`config.mk`:
```
export PLATFORM = sky130hd
export DESIGN_NAME = fft_operand_loader
export DESIGN_NICKNAME = d
export VERILOG_FILES = /design/src/rtl/fft_operand_loader.sv
export SDC_FILE = /design/constraint.sdc
export NUM_CORES = 1
export LEC_CHECK = 0
export BUFFER_PORTS_ARGS = -buffer_cell sky130_fd_sc_hd__clkbuf_2
export CORE_MARGIN = 2
export CORE_UTILIZATION = 51
export CTS_CLUSTER_DIAMETER = 40
export CTS_CLUSTER_SIZE = 10
export DETAILED_ROUTE_END_ITERATION = 12
export GPL_ROUTABILITY_DRIVEN = 0
export HOLD_SLACK_MARGIN = 0.12
export PLACE_DENSITY = 0.77
export SYNTH_ARGS = -nofsm -noshare
export SYNTH_HDL_FRONTEND = slang
export SYNTH_SLANG_ARGS = --single-unit
```
`constraint.sdc`:
```
create_clock -name clk_i -period 2 [get_ports clk_i]
set_input_delay 0.2 -clock clk_i [delete_from_list [all_inputs] [get_ports clk_i]]
set_output_delay 0.2 -clock clk_i [all_outputs]
set_load 0.03 [all_outputs]
```
`src/rtl/fft_operand_loader.sv`:
```
// Operand loader for the 8-bit butterfly: synchronises the board switches,
// debounces the step key, sequences manual entry of W, B and A from the data
// switches, and offers the finished operand set over a valid/ready handshake.
module fft_operand_loader #(
  parameter int unsigned DATA_W          = 8,
  parameter int unsigned SYNC_STAGES     = 2,
  parameter int unsigned DEBOUNCE_CYCLES = 4
) (
  input  logic              clk_i,
  input  logic              rst_ni,
  input  logic [9:0]        sw_i,
  input  logic              ops_ready_i,
  output logic              ops_valid_o,
  output logic [DATA_W-1:0] twiddle_o,
  output logic [DATA_W-1:0] re_b_o,
  output logic [DATA_W-1:0] im_b_o,
  output logic [DATA_W-1:0] re_a_o,
  output logic [DATA_W-1:0] im_a_o,
  output logic [7:0]        led_o
);

  localparam int unsigned CntW = (DEBOUNCE_CYCLES > 1) ? $clog2(DEBOUNCE_CYCLES) : 1;
  localparam logic [CntW-1:0] CntMax = CntW'(DEBOUNCE_CYCLES - 1);

  typedef enum logic [2:0] {
    StIdle  = 3'd0,
    StLdW   = 3'd1,
    StLdReb = 3'd2,
    StLdImb = 3'd3,
    StLdRea = 3'd4,
    StLdIma = 3'd5,
    StOffer = 3'd6
  } state_e;

  // ---------------------------------------------------------------------------
  // Switch synchroniser
  // ---------------------------------------------------------------------------
  logic [9:0] sync_q [SYNC_STAGES];
  logic [9:0] s_sw;
  logic       s_en;
  logic       s_step;
  logic [DATA_W-1:0] s_data;

  // Shift every switch bit through SYNC_STAGES flops.
  always_ff @(posedge clk_i or negedge rst_ni) begin
    if (!rst_ni) begin
      for (int i = 0; i < SYNC_STAGES; i++) begin
        sync_q[i] <= '0;
      end
    end else begin
      sync_q[0] <= sw_i;
      for (int i = 1; i < SYNC_STAGES; i++) begin
        sync_q[i] <= sync_q[i-1];
      end
    end
  end

  assign s_sw   = sync_q[SYNC_STAGES-1];
  assign s_en   = s_sw[9];
  assign s_step = s_sw[8];
  assign s_data = s_sw[DATA_W-1:0];

  // ---------------------------------------------------------------------------
  // Step key debouncer
  // ---------------------------------------------------------------------------
  logic [CntW-1:0] db_cnt_q, db_cnt_d;
  logic            db_level_q, db_level_d;
  logic            step_q, step_d;

  // Count consecutive cycles the key disagrees with the accepted level; a rising
  // acceptance produces a one-cycle step pulse.
  always_comb begin
    db_cnt_d   = db_cnt_q;
    db_level_d = db_level_q;
    step_d     = 1'b0;
    if (s_step == db_level_q) begin
      db_cnt_d = '0;
    end else if (db_cnt_q == CntMax) begin
      db_level_d = s_step;
      db_cnt_d   = '0;
      step_d     = s_step;
    end else begin
      db_cnt_d = db_cnt_q + 1'b1;
    end
  end

  // Debouncer state.
  always_ff @(posedge clk_i or negedge rst_ni) begin
    if (!rst_ni) begin
      db_cnt_q   <= '0;
      db_level_q <= 1'b0;
      step_q     <= 1'b0;
    end else begin
      db_cnt_q   <= db_cnt_d;
      db_level_q <= db_level_d;
      step_q     <= step_d;
    end
  end

  // ---------------------------------------------------------------------------
  // Entry FSM
  // ---------------------------------------------------------------------------
  state_e state_q, state_d;
  logic   ops_valid_q, ops_valid_d;
  logic   cap_w, cap_reb, cap_imb, cap_rea, cap_ima;

  // State register.
  always_ff @(posedge clk_i or negedge rst_ni) begin
    if (!rst_ni) begin
      state_q <= StIdle;
    end else begin
      state_q <= state_d;
    end
  end

  // Next state: dropping enable wins over both step and handshake.
  always_comb begin
    state_d = state_q;
    if (state_q == StIdle) begin
      if (s_en) state_d = StLdW;
    end else if (!s_en) begin
      state_d = StIdle;
    end else begin
      case (state_q)
        StLdW:   if (step_q) state_d = StLdReb;
        StLdReb: if (step_q) state_d = StLdImb;
        StLdImb: if (step_q) state_d = StLdRea;
        StLdRea: if (step_q) state_d = StLdIma;
        StLdIma: if (step_q) state_d = StOffer;
        StOffer: if (ops_valid_q && ops_ready_i) state_d = StLdW;
        default: state_d = StIdle;
      endcase
    end
  end

  // Outputs: capture strobes per operand and the registered valid.
  always_comb begin
    cap_w       = 1'b0;
    cap_reb     = 1'b0;
    cap_imb     = 1'b0;
    cap_rea     = 1'b0;
    cap_ima     = 1'b0;
    if (s_en && step_q) begin
      case (state_q)
        StLdW:   cap_w   = 1'b1;
        StLdReb: cap_reb = 1'b1;
        StLdImb: cap_imb = 1'b1;
        StLdRea: cap_rea = 1'b1;
        StLdIma: cap_ima = 1'b1;
        default: ;
      endcase
    end
    // Valid is high exactly while the registered state is OFFER.
    ops_valid_d = (state_d == StOffer);
  end

  // ---------------------------------------------------------------------------
  // Operand registers
  // ---------------------------------------------------------------------------
  logic [DATA_W-1:0] twiddle_q, re_b_q, im_b_q, re_a_q, im_a_q;

  // Each operand changes only on its own capture strobe.
  always_ff @(posedge clk_i or negedge rst_ni) begin
    if (!rst_ni) begin
      twiddle_q   <= '0;
      re_b_q      <= '0;
      im_b_q      <= '0;
      re_a_q      <= '0;
      im_a_q      <= '0;
      ops_valid_q <= 1'b0;
    end else begin
      if (cap_w)   twiddle_q <= s_data;
      if (cap_reb) re_b_q    <= s_data;
      if (cap_imb) im_b_q    <= s_data;
      if (cap_rea) re_a_q    <= s_data;
      if (cap_ima) im_a_q    <= s_data;
      ops_valid_q <= ops_valid_d;
    end
  end

  assign ops_valid_o = ops_valid_q;
  assign twiddle_o   = twiddle_q;
  assign re_b_o      = re_b_q;
  assign im_b_o      = im_b_q;
  assign re_a_o      = re_a_q;
  assign im_a_o      = im_a_q;
  assign led_o       = {5'b0, state_q};

endmodule
```
==> results_dict.tcl <==
set metrics [dict create \
    outcome "finished, final reports clean" \
    hpwl_mm 2.956 \
    yosys-top-cells-area "dfrtp_1 70%, mux2_2 19%, buf_4 1.5%, nor2_2 1.0%, nor4b_4 0.98%" \
    synth_edf_count 0 \
    critPathKind "flip-flop to flip-flop" \
    crit_path_cell_trace "nand3b_1 > nor2_2 > mux2_2" \
    fp.dieArea_um2 5340 \
    synth_adder_area_share 0.005141 \
    wire_per_inst_um 14.87 \
    cts_sinks 68 \
    synth_top_family_by_area "multiplexers" \
    synth_seq_cells 68 \
    cp.required_ns 2.21 \
    hold_viol 0 \
    yosysTopAreaCell "dfrtp_1" \
    synth_commonest_cells "68 x dfrtp_1, 40 x mux2_2, 5 x buf_4" \
    rows 25 \
    yosys_warnings 0 \
    max_cap_violations 0 \
    grt_pass1_wl_mm 6.989 \
    placed_area_um2 2829 \
    antenna_found_initial 0 \
    post_cts.repair.setup_buffers 0 \
    r2r_start "state_q[2]" \
    cp.arrival_ns 1.91 \
    critPathLaunch "state_q[2]" \
    grt_max_degree 48 \
    viasPerCell 5.003 \
    synth.avg_cell_area_um2 16.12 \
    setup_viol 0 \
    cp-start-kind "flip-flop" \
    worst_path_max_delay_cell "dfrtp_1" \
    final_area_um2 3138 \
    clk_pin_slew_worst_paths_ns 0.07 \
    ys_types 26 \
    synth-compound-area-share 0.02622 \
    hp-class "primary input to flip-flop" \
    hp-start "ops_ready_i" \
    num_io_pins 62 \
    htreeDepth 3 \
    end_kind "flip-flop" \
    dominantRegCellSynth "dfrtp_1" \
    cts_tree "done" \
    crit_buf_inv 0 \
    dieWidth_um 73.08 \
    num-nets-final 249 \
    antenna_cells 0 \
    worst_pin_slew_ns 0.5290 \
    synthXorXnorAreaFrac 0.007198 \
    cp_top_family "simple AND/OR/NAND/NOR gates" \
    cts_buffers 9 \
    numPortBuffers 56 \
    via_count 1466 \
    synth_top_area_frac 0.6992 \
    skew_ns 0.007770 \
    drt_iter0_markers 47 \
    die_y_um 73.08 \
    slew_headroom 0.6473 \
    area_delta_synth_final_pct 28.95 \
    initial_core_util 0.5221 \
    cts_buffer_depth 2 \
    period_minus_slack_ns 1.699 \
    grt-ovfl-total 0 \
    fillCellCount 330 \
    drt-total-wl_mm 4.357 \
    firstDrtPassIters 4 \
    period_share 0.8496 \
    cts.root.buffer_cell "clkbuf_8" \
    crit_fanout 10 \
    async_reset_ff_frac 1.000 \
    max_freq_mhz 588.5 \
    first_global_vias 1411 \
    syn_area_um2 2434 \
    clock_latency_ns 0.33 \
    core-area_um2 4661 \
    ys_seq_area_frac 0.6992 \
    leakage_uw 0.001628 \
    drv_slew 0 \
    cp_slowest_stage_delay_ns 0.50 \
    ir_drop_mv 0.6190 \
    grt_usage 0.1815 \
    ant_nets 0 \
    layout-drive-gt1-share 0.5146 \
    yosysMostFrequentCell "dfrtp_1" \
    tns_ns 0 \
    remaining_drc_errors 0 \
    power_density_nw_per_um2 1009 \
    synthMuxAreaShare 0.1851 \
    grt_setup_unrepaired "no" \
    synthCells 151 \
    yosys.area_share.simple 0.05141 \
]
==> worst register-to-register path, delay by kind of cell, from the launching register on <==
family	cells	cell delay, ns
mux	1	0.39
simple gates	2	0.69
flops	1	0.50
==> where the power goes <==
part	internal, µW	leakage [µW]	switching, µW
Sequential	1500	0.000894	75.9
Combinational	163	0.000636	278
Clock	698	0.0000977	453
Total	2360	0.00163	807
==> state kept, by name (all words and copies together) (netlist names), 2 cells and up <==
name and flops:
re_a_o 8, state_q 3, im_b_o 8, im_a_o 8, sync_q 10, twiddle_o 8
s_sw 10, re_b_o 8, db_cnt_q 2
==> placed cells by master (no fill, tap or decap) <==
| cell type | instances |
|---|---|
| a31oi_1 | 1 |
| nand2_1 | 2 |
| or2_2 | 1 |
| nand2b_1 | 1 |
| nor4b_4 | 1 |
| o22ai_1 | 1 |
| xnor2_1 | 2 |
| ha_1 | 1 |
| buf_4 | 8 |
| bufinv_16 | 2 |
| conb_1 | 5 |
| nand3_1 | 2 |
| inv_1 | 3 |
| dlygate4sd3_1 | 11 |
| nor2_2 | 4 |
| nand3b_1 | 2 |
| a21boi_0 | 2 |
| buf_2 | 1 |
| nor3_1 | 1 |
| nand2_2 | 1 |
| a21oi_1 | 2 |
| o2111a_1 | 1 |
| buf_12 | 1 |
| clkbuf_2 | 55 |
| dfrtp_1 | 68 |
| o21ai_0 | 3 |
| nor2b_1 | 1 |
| or3_1 | 1 |
| clkbuf_1 | 4 |
| clkbuf_8 | 9 |
| mux2_2 | 40 |
| nor2_1 | 2 |
==> metrics by stage <==
| step | setup slack [ns] | std cells | utilization | power (µW) | hold slack [ns] |
|---|---|---|---|---|---|
| after CTS | 0.3014 | 293 | 0.6733 | 3199 | 0.2659 |
| final | 0.3007 | 293 | 0.6733 | 3166 | 0.2879 |
| after global placement | 0.3670 | 267 | 0.6070 | 2015 | 0.1976 |
| after detailed placement | 0.3097 | 267 | 0.6070 | 2028 | 0.1940 |
| after floorplan | 0.2872 | 155 | - | 1874 | -0.09559 |
| after global routing | 0.2165 | 293 | 0.6733 | 3298 | 0.3031 |
==> layout make-up <==
type / instances / area [µm²] / share of cell area
sequential: 68 / 1702 / 0.5423
multi-input combinational: 77 / 688.2 / 0.2193
timing repair buffer: 76 / 470.5 / 0.1499
clock buffer: 13 / 138.9 / 0.04426
tap: 54 / 67.56 / 0.02153
clock inverter: 2 / 60.06 / 0.01914
inverter: 3 / 11.26 / 0.003589
==> layer usage <==
layer | routed length, µm | track usage | vias to the layer above
met4 | 74 | 0.09259 | 0
li1 | - | - | 682
met5 | 0 | 0 | -
met3 | 211 | 0.05939 | 8
met2 | 1947 | 0.2462 | 52
met1 | 2124 | 0.2616 | 724
==> repair_timing <==
item	4_1_cts	5_1_grt
endpoints found under the setup margin	0	0
gates resized for setup	0	0
hold endpoints to repair	31	0
hold buffers	11	0
==> worst paths after layout <==
path	to	slack, ns	depth (start not counted)
setup / recovery	im_b_o[2]	0.30	3
hold / removal	ops_valid_o	0.29	4
setup reg to reg	im_b_o[2]	0.30	3
hold reg to reg	s_sw[3]	0.35	0
max in group asynchronous	re_a_o[4]	0.99	3
min in group asynchronous	im_a_o[3]	0.38	2
==> kinds of logic after synthesis <==
kind of cell / count (synthesis)
DFF: 68
muxes: 40
and+or+nand+nor: 19
AOI/OAI and AO/OA: 10
buffers and inverters: 10
xor gates and xnor gates: 2
adders and majority gates: 1
other: 1
Note: power is estimated with default switching activity, not from simulation.
